--- src/rtl/sar_pkg.sv ---
// Shared definitions for the SAR ADC core and its sampler/averager companion.
package sar_pkg;

    typedef enum logic [1:0] {
        IDLE  = 2'd0,
        START = 2'd1,
        WAIT  = 2'd2,
        ACC   = 2'd3
    } sar_state_t;

    localparam int DEF_ADC_WIDTH = 8;

endpackage

--- src/rtl/sar_avg_acc.sv ---
// Sample capture, power-of-two accumulator and truncating mean with a one-cycle publish strobe.
module sar_avg_acc
    import sar_pkg::*;
#(
    parameter int ADC_WIDTH = DEF_ADC_WIDTH,
    parameter int AVG_LOG2  = 2
) (
    input  logic                 clk,
    input  logic                 rst_n,
    input  logic                 load,
    input  logic [ADC_WIDTH-1:0] sample,
    input  logic                 add,
    input  logic                 clear,
    output logic                 publish,
    output logic [ADC_WIDTH-1:0] avg
);

    localparam int AW = ADC_WIDTH + AVG_LOG2;
    localparam int CW = AVG_LOG2 + 1;
    localparam logic [CW-1:0] FULL = CW'(2 ** AVG_LOG2);

    logic [ADC_WIDTH-1:0] sample_q;
    logic [AW-1:0]        acc;
    logic [AW-1:0]        acc_sum;
    logic [CW-1:0]        cnt;
    logic [CW-1:0]        cnt_inc;

    assign acc_sum = acc + AW'(sample_q);
    assign cnt_inc = cnt + CW'(1);
    // The mean is taken from the running sum so it is ready in the ACC cycle itself.
    assign publish = add && (cnt_inc == FULL);
    assign avg     = acc_sum[AW-1:AVG_LOG2];

    always_ff @(posedge clk or negedge rst_n) begin
        if (!rst_n) begin
            sample_q <= '0;
            acc      <= '0;
            cnt      <= '0;
        end else begin
            if (load) begin
                sample_q <= sample;
            end
            if (clear || publish) begin
                acc <= '0;
                cnt <= '0;
            end else if (add) begin
                acc <= acc_sum;
                cnt <= cnt_inc;
            end
        end
    end

endmodule

--- src/rtl/sar_adc_sampler.sv ---
// Paces SAR conversions, averages 2^AVG_LOG2 results and offers the mean on a
// valid/ready port, flagging conversion timeouts and results lost to backpressure.
module sar_adc_sampler
    import sar_pkg::*;
#(
    parameter int ADC_WIDTH = DEF_ADC_WIDTH,
    parameter int AVG_LOG2  = 2,
    parameter int RATE_W    = 16,
    parameter int TIMEOUT   = 63
) (
    input  logic                 clk,
    input  logic                 rst_n,
    input  logic                 enable,
    input  logic [RATE_W-1:0]    rate_div,
    input  logic                 clr_err,
    output logic                 adc_start,
    input  logic                 adc_eoc,
    input  logic                 adc_den,
    input  logic [ADC_WIDTH-1:0] adc_dout,
    output logic [ADC_WIDTH-1:0] avg_data,
    output logic                 avg_valid,
    input  logic                 avg_ready,
    output logic                 overrun,
    output logic                 timeout_err,
    output logic                 busy,
    output sar_state_t           fsm_state
);

    // avg_valid/avg_data form a valid/ready source: a word transfers on any cycle
    // where avg_valid && avg_ready; avg_valid never drops without a transfer, and
    // a publish while the word is still unaccepted overwrites it and sets overrun.

    localparam int TW = $clog2(TIMEOUT + 1);

    sar_state_t           state;
    sar_state_t           state_nx;
    logic [RATE_W-1:0]    period_cnt;
    logic [TW-1:0]        tmo_cnt;
    logic                 conv_done;
    logic                 tmo_hit;
    logic                 go;
    logic                 acc_clear;
    logic                 publish;
    logic [ADC_WIDTH-1:0] avg_new;

    assign conv_done = (state == WAIT) && adc_eoc && adc_den;
    assign tmo_hit   = (state == WAIT) && !conv_done && (tmo_cnt == TW'(TIMEOUT));
    assign go        = (state == IDLE) && enable &&
                       ((rate_div <= RATE_W'(1)) || (period_cnt >= rate_div - RATE_W'(1)));
    // Partial sums never survive a pause in sampling.
    assign acc_clear = tmo_hit || (conv_done && !enable) || ((state == IDLE) && !enable);
    assign fsm_state = state;

    always_ff @(posedge clk or negedge rst_n) begin
        if (!rst_n) begin
            state <= IDLE;
        end else begin
            state <= state_nx;
        end
    end

    always_comb begin
        state_nx  = state;
        adc_start = 1'b0;
        busy      = (state != IDLE);
        case (state)
            IDLE:  if (go) state_nx = START;
            START: begin
                adc_start = 1'b1;
                state_nx  = WAIT;
            end
            WAIT: begin
                if (conv_done) begin
                    state_nx = enable ? ACC : IDLE;
                end else if (tmo_hit) begin
                    state_nx = IDLE;
                end
            end
            ACC:     state_nx = IDLE;
            default: state_nx = IDLE;
        endcase
    end

    // Zeroed as START is entered so the next start lands exactly rate_div cycles later.
    always_ff @(posedge clk or negedge rst_n) begin
        if (!rst_n) begin
            period_cnt <= '0;
            tmo_cnt    <= '0;
        end else begin
            if (go) begin
                period_cnt <= '0;
            end else if (enable && (period_cnt < rate_div)) begin
                period_cnt <= period_cnt + RATE_W'(1);
            end
            if (state == START) begin
                tmo_cnt <= '0;
            end else if (state == WAIT) begin
                tmo_cnt <= tmo_cnt + TW'(1);
            end
        end
    end

    sar_avg_acc #(
        .ADC_WIDTH (ADC_WIDTH),
        .AVG_LOG2  (AVG_LOG2)
    ) u_avg_acc (
        .clk     (clk),
        .rst_n   (rst_n),
        .load    (conv_done),
        .sample  (adc_dout),
        .add     (state == ACC),
        .clear   (acc_clear),
        .publish (publish),
        .avg     (avg_new)
    );

    // Set events win over a coincident clr_err.
    always_ff @(posedge clk or negedge rst_n) begin
        if (!rst_n) begin
            avg_data    <= '0;
            avg_valid   <= 1'b0;
            overrun     <= 1'b0;
            timeout_err <= 1'b0;
        end else begin
            if (publish) begin
                avg_data  <= avg_new;
                avg_valid <= 1'b1;
            end else if (avg_ready) begin
                avg_valid <= 1'b0;
            end
            if (publish && avg_valid && !avg_ready) begin
                overrun <= 1'b1;
            end else if (clr_err) begin
                overrun <= 1'b0;
            end
            if (tmo_hit) begin
                timeout_err <= 1'b1;
            end else if (clr_err) begin
                timeout_err <= 1'b0;
            end
        end
    end

endmodule
--- config.mk ---
export PLATFORM = sky130hd
export DESIGN_NAME = sar_adc_sampler
export DESIGN_NICKNAME = d
export VERILOG_FILES = /design/src/rtl/sar_pkg.sv /design/src/rtl/sar_avg_acc.sv /design/src/rtl/sar_adc_sampler.sv
export SDC_FILE = /design/constraint.sdc
export NUM_CORES = 1
export LEC_CHECK = 0
export CAP_MARGIN = 20
export CORE_MARGIN = 1
export CORE_UTILIZATION = 30
export CTS_CLUSTER_DIAMETER = 60
export DETAILED_ROUTE_END_ITERATION = 10
export PLACE_DENSITY = 0.54
export SYNTH_ARGS = -nofsm -noshare
export SYNTH_HDL_FRONTEND = slang
export SYNTH_HIERARCHICAL = 1
export SYNTH_SLANG_ARGS = --single-unit
--- constraint.sdc ---
create_clock -name clk -period 3.7 [get_ports clk]
set_clock_uncertainty 0.05 [all_clocks]
set_input_delay 0.37 -clock clk [delete_from_list [all_inputs] [get_ports clk]]
set_output_delay 0.37 -clock clk [all_outputs]
set_load 0.005 [all_outputs]
### Word level (Yosys, flattened, before mapping)

Cells that the tools add are included.

| cells by class | value |
|---|---|
| $add $sub $neg | 5 |
| magnitude comparators | 3 |
| equality and inequality tests | 7 |
| muxes and demuxes | 19 |
| reductions and logical operators | 28 |

Operator list:

| kind | count |
|---|---|
| $mux W16 | 2 |
| $mux W10 | 2 |
| $add A16 B1 Y16 const B | 1 |
| $ge A16 B16 Y1 | 1 |
| $le A16 B1 Y1 const B | 1 |
| $lt A16 B16 Y1 | 1 |
| $sub A16 B1 Y16 const B | 1 |
| $reduce_bool A2 Y1 | 7 |
| $logic_and A1 B1 Y1 | 12 |
| $mux W6 | 2 |
| $add A10 B8 Y10 | 1 |
| $mux W2 | 4 |
| $pmux W2 S4 | 1 |
| $add A6 B1 Y6 const B | 1 |
| $eq A6 B6 Y1 const B | 1 |
| $mux W1 | 6 |
| $mux W3 | 2 |
| $eq A2 B2 Y1 const B | 2 |
| $logic_or A1 B1 Y1 | 4 |
| $add A3 B1 Y3 const B | 1 |
| $eq A3 B3 Y1 const B | 1 |
| $logic_not A1 Y1 | 3 |
| $ne A3 B3 Y1 const B | 1 |
| $eq A2 B1 Y1 const B | 1 |
| other kinds (3) | 3 |

| storage, ports and cells | value |
|---|---|
| flip-flop bits (word level) | 56 |
| input port bits | 31 |
| output and inout port bits | 15 |
| logic and storage cells | 72 |

### Depth between registers and ports, before layout

| logic depth | value |
|---|---|
| word-level depth | 10 |
| depth in mapped cells | 14 |
| depth with buffers taken out | 13 |

### Hierarchy

The synthesis kept the hierarchy.

By module, submodules not included:

| module | instances | cells an instance | area an instance (sq um) | seq. area each (sq um) |
|---|---|---|---|---|
| sar_adc_sampler | 1 | 301 | 2830.2 | 875.8 |
| sar_avg_acc | 1 | 121 | 1262.5 | 525.5 |

### Least setup slack after synthesis

No wires, ideal clock.

| timing | value |
|---|---|
| kind | input to register |
| start point | input rate_div[1] |
| end point | register period_cnt[15] |
| library setup time | 119 ps |
| arrival | 2995 ps |
| data required time | 3531 ps |
| path slack | 536 ps |
| stages | 13 |
| path buffers | 1 |
| cells stage by stage | inv_1 ha_1 nand3_1 or4_1 nor3_1 xnor2_1 ha_1 nand4_1 nor4_1 a22oi_1 a211oi_4 buf_6 nor2_1 |

| between the ends | value |
|---|---|
| word-level cells in the longest chain between the ends | 5 |
| elaborated cells between the ends (all ways) | 9 |
| those cells by class | 1 x add/sub; 3 x order compare; 1 x mux; 4 x reduce/logical |

Ends and longest elaborated chain:

| what | RTL line | source |
|---|---|---|
| start: declaration | sar_adc_sampler.sv:14 | `input logic [RATE_W-1:0] rate_div,` |
| $sub A16 B1 Y16 | sar_adc_sampler.sv:49 | `((rate_div <= RATE_W'(1)) \|\| (period_cnt >= rate_div - RATE_W'(1)));` |
| $ge A16 B16 Y1 | sar_adc_sampler.sv:49 |  |
| $logic_or A1 B1 Y1 | sar_adc_sampler.sv:49 |  |
| $logic_and A1 B1 Y1 | sar_adc_sampler.sv:48 | `assign go = (state == IDLE) && enable &&` |
| $mux W16 or $reduce_bool A2 Y1 (tied branches) | -- |  |
| end signal: assignment | sar_adc_sampler.sv:93 | `period_cnt <= period_cnt + RATE_W'(1);` |
| end: declaration | sar_adc_sampler.sv:37 | `logic [RATE_W-1:0] period_cnt;` |

Several ways; a longest one is shown, not always the timed one.
A chain may end at the register's enable or synchronous reset.

### Worst setup path after layout

| timing | value |
|---|---|
| start point | input rate_div[0] |
| end point | register period_cnt[0] |

Same word-level chain as after synthesis.

==> metrics list <==
- The clock network accounts for 16.8% of the total power.
* Overall track demand over capacity in global routing: 13.5%
- Fraction of layout cells with a size suffix above 1: 10.7%
* Total inserted antenna cells: 0
* Top cells by count, synth: sky130_fd_sc_hd__dfrtp_1 (56), sky130_fd_sc_hd__ha_1 (51), sky130_fd_sc_hd__nor2_1 (36)
- The area growth from synthesis to layout is 20.9%.
- Core region area: 13300 µm²
- Buffers added to address setup during post-CTS repair amount to 0.
- Final Wtd Congestion: 0.819
- Pin placement for this block handled 46 I/O pins.
- Most used cell, CP: sky130_fd_sc_hd__ha_1
- Counting both buffers and inverters, the worst setup path holds a total of 3.
- First-pass GRT wire length: 15700 µm
* Remaining Overflow, GRT: 0
- Total iterations of the first detailed-routing run: 4
* Final Hold Slack: 28.5 ps
* Number of clock sinks: 56
- The share of total power dissipated in sequential elements is 36.4%.
- Via-per-instance ratio: 4.97
* Endpoint of the lowest-slack register-to-register path: period_cnt[1]
* Routed metal-1 wirelength: 4330 µm
* Number of standard-cell rows in the floorplan: 42
* Crit share post-route: 90.9%
- At the worst endpoint, the arrival time is 3500 ps.
* R2R cell count: 7
* Final setup violating endpoints: 0
* DP Wirelength: 7130 µm
* Area used by multi-input combinational logic: 2510 µm²
* Total count of max-transition violations in the final report: 0
- In the detailed route, the total length drawn on met2 is 4400 µm.
- Required time of the worst setup path: 3830 ps
- Synthesis inferred 56 register bits.
* Total Die Area: 14100 µm²
* Post-synthesis cell area: 4090 µm²
- Share of flip-flops with an asynchronous set or reset: 100%
- Series of cell instances along the critical path: clkdlybuf4s50_1 -> inv_1 -> ha_1 -> nand3_1 -> or4_1 -> nor3_1 -> xnor2_1 -> ha_1 -> nand4_1 -> nor4_1 -> a22oi_1 -> a211oi_4 -> buf_12 -> nor2_1
- Filler cell count in the final layout: 1349
- The tool flagged a number of max-cap violations equal to 0.
- Clock tree synthesis inserted a total of 5 buffers.
- Horizontal die dimension: 119 µm
- In the final routed layout, each cell accounts on average for 13.9 µm.
- After detailed routing, the number of remaining DRC violations is 0.
* Result of the run: completed
- The slowest stage of the critical path belongs to the cell sky130_fd_sc_hd__or4_1.
- For the pin with the worst max-slew slack, the measured transition is 971 ps.
- Buffers placed on the I/O ports in this run total 45.
- CTS Hold Bufs: 0
- Post-synthesis instance total: 422
- VDD sags by at most 0.207 mV.
- Mean instance size in the synthesized netlist: 9.70 µm²
- Register-to-register path setup slack: 930 ps
- The cell sitting at the root of the clock tree is a sky130_fd_sc_hd__clkbuf_16.
- Worst-skew pair later-pin latency: 290 ps
* Hold/Removal Path Class: in -> async
- The count of nets left with antenna violations once routing finished came out at 0.
* Fin nets: 560
- Measured against its own limit, the worst slew margin works out to 34.9%.
- DR iter-0 viols: 187
- Yosys attributes the largest share of cell area to sky130_fd_sc_hd__dfrtp_1 (34%), sky130_fd_sc_hd__ha_1 (16%), sky130_fd_sc_hd__mux2_2 (5.2%), sky130_fd_sc_hd__xnor2_1 (3.9%), sky130_fd_sc_hd__xor2_1 (3.6%).
- Setup_tns: 0 ps
- Effective utilization at floorplan: 30.8%
- Timing would allow up to 297 MHz.
- Critical path start-end classification: in -> reg
- Count leader, synth: sky130_fd_sc_hd__dfrtp_1
- Top routing layer in use: met4
- The final hold violation count came to 0.
- Resized cells post-CTS: 0
- Number of vias after detailed routing: 3245
- Sw Pwr: 1060 µW
* Fraction of the yosys area taken by sequential cells: 34.2%
- Vias in the first global route: 3330
- Unrepaired setup endpoints after global routing: false
- After layout, the design draws a total of 2750 µW.
* Total number of yosys warnings: 6
- Along the worst path, the maximum fanout reaches 16.
* Area fraction of the dominant cell type after synthesis: 34.2%
- For this run, the leading register cell type out of synthesis is sky130_fd_sc_hd__dfrtp_1.
- Across the whole layout, storage elements account for 1400 µm².
- Counting along the longest clock path gives a buffer depth of 2.
* Crit path launch type: input port
- Count of distinct cell types in the synthesized netlist: 55
* Critical Path End Type: flip-flop
- In this run switching power makes up 38.5% of total power.
- In the detailed route, the total length drawn on met3 is 281 µm.
- Counting flops with a built-in enable in the synthesized netlist gives 0.
- Ratio of total power to cell area: 555 nW/µm²
- Maximum number of pins on one net before global-route repair: 33
- Initial antenna violation count: 0
* Leak Pwr: 0.00232 µW
- The worst path in the final design needs a cycle of 3360 ps, including I/O delays and setup.
- Clock-pin slew was measured on the worst setup and hold paths at 70 ps.
- RR Startpoint: period_cnt[6]
- Measured along the y axis, the die boundary spans 119 µm.
- Clock tree from TritonCTS: built
- Net Count, Synth: 505
- Largest stage delay on the critical path: 530 ps
- Comb power frac: 46.8%
- The internal power of the cells totals 1690 µW.
- Routed wire length: 9090 µm
* Dominant delay contributor by cell family on the critical path: simple AND/OR/NAND/NOR gates
* H-Tree Level Count: 2
* Synth area leader: sky130_fd_sc_hd__dfrtp_1
[worst max path at each step]
| stage | slack [ps] | from | depth (start not counted) | end |
|---|---|---|---|---|
| floorplan | 540 | rate_div[1] | 13 | period_cnt[15] |
| global placement | 100 | rate_div[0] | 14 | period_cnt[1] |
| detailed placement | 20 | rate_div[0] | 14 | period_cnt[15] |
| CTS | 320 | rate_div[0] | 14 | period_cnt[0] |
| global route | 80 | rate_div[0] | 14 | period_cnt[8] |
| finish | 340 | rate_div[0] | 14 | period_cnt[0] |
[flip-flops by register name, summed over array words and instances, names as in the netlist, 2 cells and up]
register / count
fsm_state: 2
period_cnt: 16
avg_data: 8
u_avg_acc/sample_q: 8
u_avg_acc/acc: 10
u_avg_acc/cnt: 3
tmo_cnt: 6
[final cells by class]
cell class / count / area share [%]
multi-input combinational: 323 / 50.7
sequential: 56 / 28.3
timing repair buffer: 57 / 11.1
tap: 176 / 4.45
inverter: 34 / 2.58
clock buffer: 5 / 2.53
clock inverter: 2 / 0.329
[placed cells by master (no fill, tap or decap), types with 3 or more instances in the layout]
| master | instances |
|---|---|
| sky130_fd_sc_hd__nor2_1 | 36 |
| sky130_fd_sc_hd__xnor2_1 | 18 |
| sky130_fd_sc_hd__dfrtp_1 | 56 |
| sky130_fd_sc_hd__and4_1 | 6 |
| sky130_fd_sc_hd__nor2b_1 | 11 |
| sky130_fd_sc_hd__nor3_1 | 5 |
| sky130_fd_sc_hd__buf_4 | 11 |
| sky130_fd_sc_hd__a21o_1 | 6 |
| sky130_fd_sc_hd__nand4_1 | 22 |
| sky130_fd_sc_hd__and3_1 | 11 |
| sky130_fd_sc_hd__nand2_1 | 11 |
| sky130_fd_sc_hd__o21a_1 | 3 |
| sky130_fd_sc_hd__o21ai_0 | 9 |
| sky130_fd_sc_hd__a211o_1 | 3 |
| sky130_fd_sc_hd__clkbuf_16 | 5 |
| sky130_fd_sc_hd__inv_1 | 34 |
| sky130_fd_sc_hd__nand3_1 | 8 |
| sky130_fd_sc_hd__and2_1 | 3 |
| sky130_fd_sc_hd__ha_1 | 51 |
| sky130_fd_sc_hd__xor2_1 | 17 |
| sky130_fd_sc_hd__a21oi_1 | 29 |
| sky130_fd_sc_hd__clkdlybuf4s50_1 | 44 |
| sky130_fd_sc_hd__nand3b_1 | 5 |
| sky130_fd_sc_hd__nor4_1 | 3 |
| sky130_fd_sc_hd__nand2b_1 | 8 |
| sky130_fd_sc_hd__a31oi_1 | 5 |
| sky130_fd_sc_hd__mux2_2 | 19 |
[metrics by stage]
step	util, %	instances	area (µm²)	setup WS (ps)
2_1_floorplan	-	422	4090	536
3_3_place_gp	36.2	646	4810	102
3_5_place_dp	36.2	646	4810	15.5
4_1_cts	37.2	653	4950	321
5_1_grt	37.2	653	4950	76.7
6_report	37.2	653	4950	337
[cell families after synthesis]
family / Yosys count / synth area share [%]
adders and majority gates: 52 / 16.1
DFF: 56 / 34.2
AOI/OAI and AO/OA: 75 / 12.7
muxes: 21 / 5.72
xor gates and xnor gates: 35 / 7.49
buffers and inverters: 43 / 4.43
and+or+nand+nor: 140 / 19.4
[per-layer routing]
layer,vias up,track usage (%)
li1,1631,-
met1,1553,17.3
met2,55,24.1
met3,6,1.88
met4,0,2.77
met5,-,0
[power by group through the flow]
stage / registers (µW) / clock network, µW / logic (µW)
6_report: 999 / 461 / 1290
5_1_grt: 1030 / 502 / 1470
4_1_cts: 1000 / 481 / 1300
3_5_place_dp: 1010 / 0 / 1300
3_3_place_gp: 1000 / 0 / 1260
2_1_floorplan: 956 / 0 / 922
Power figures use the tool's default switching activity.
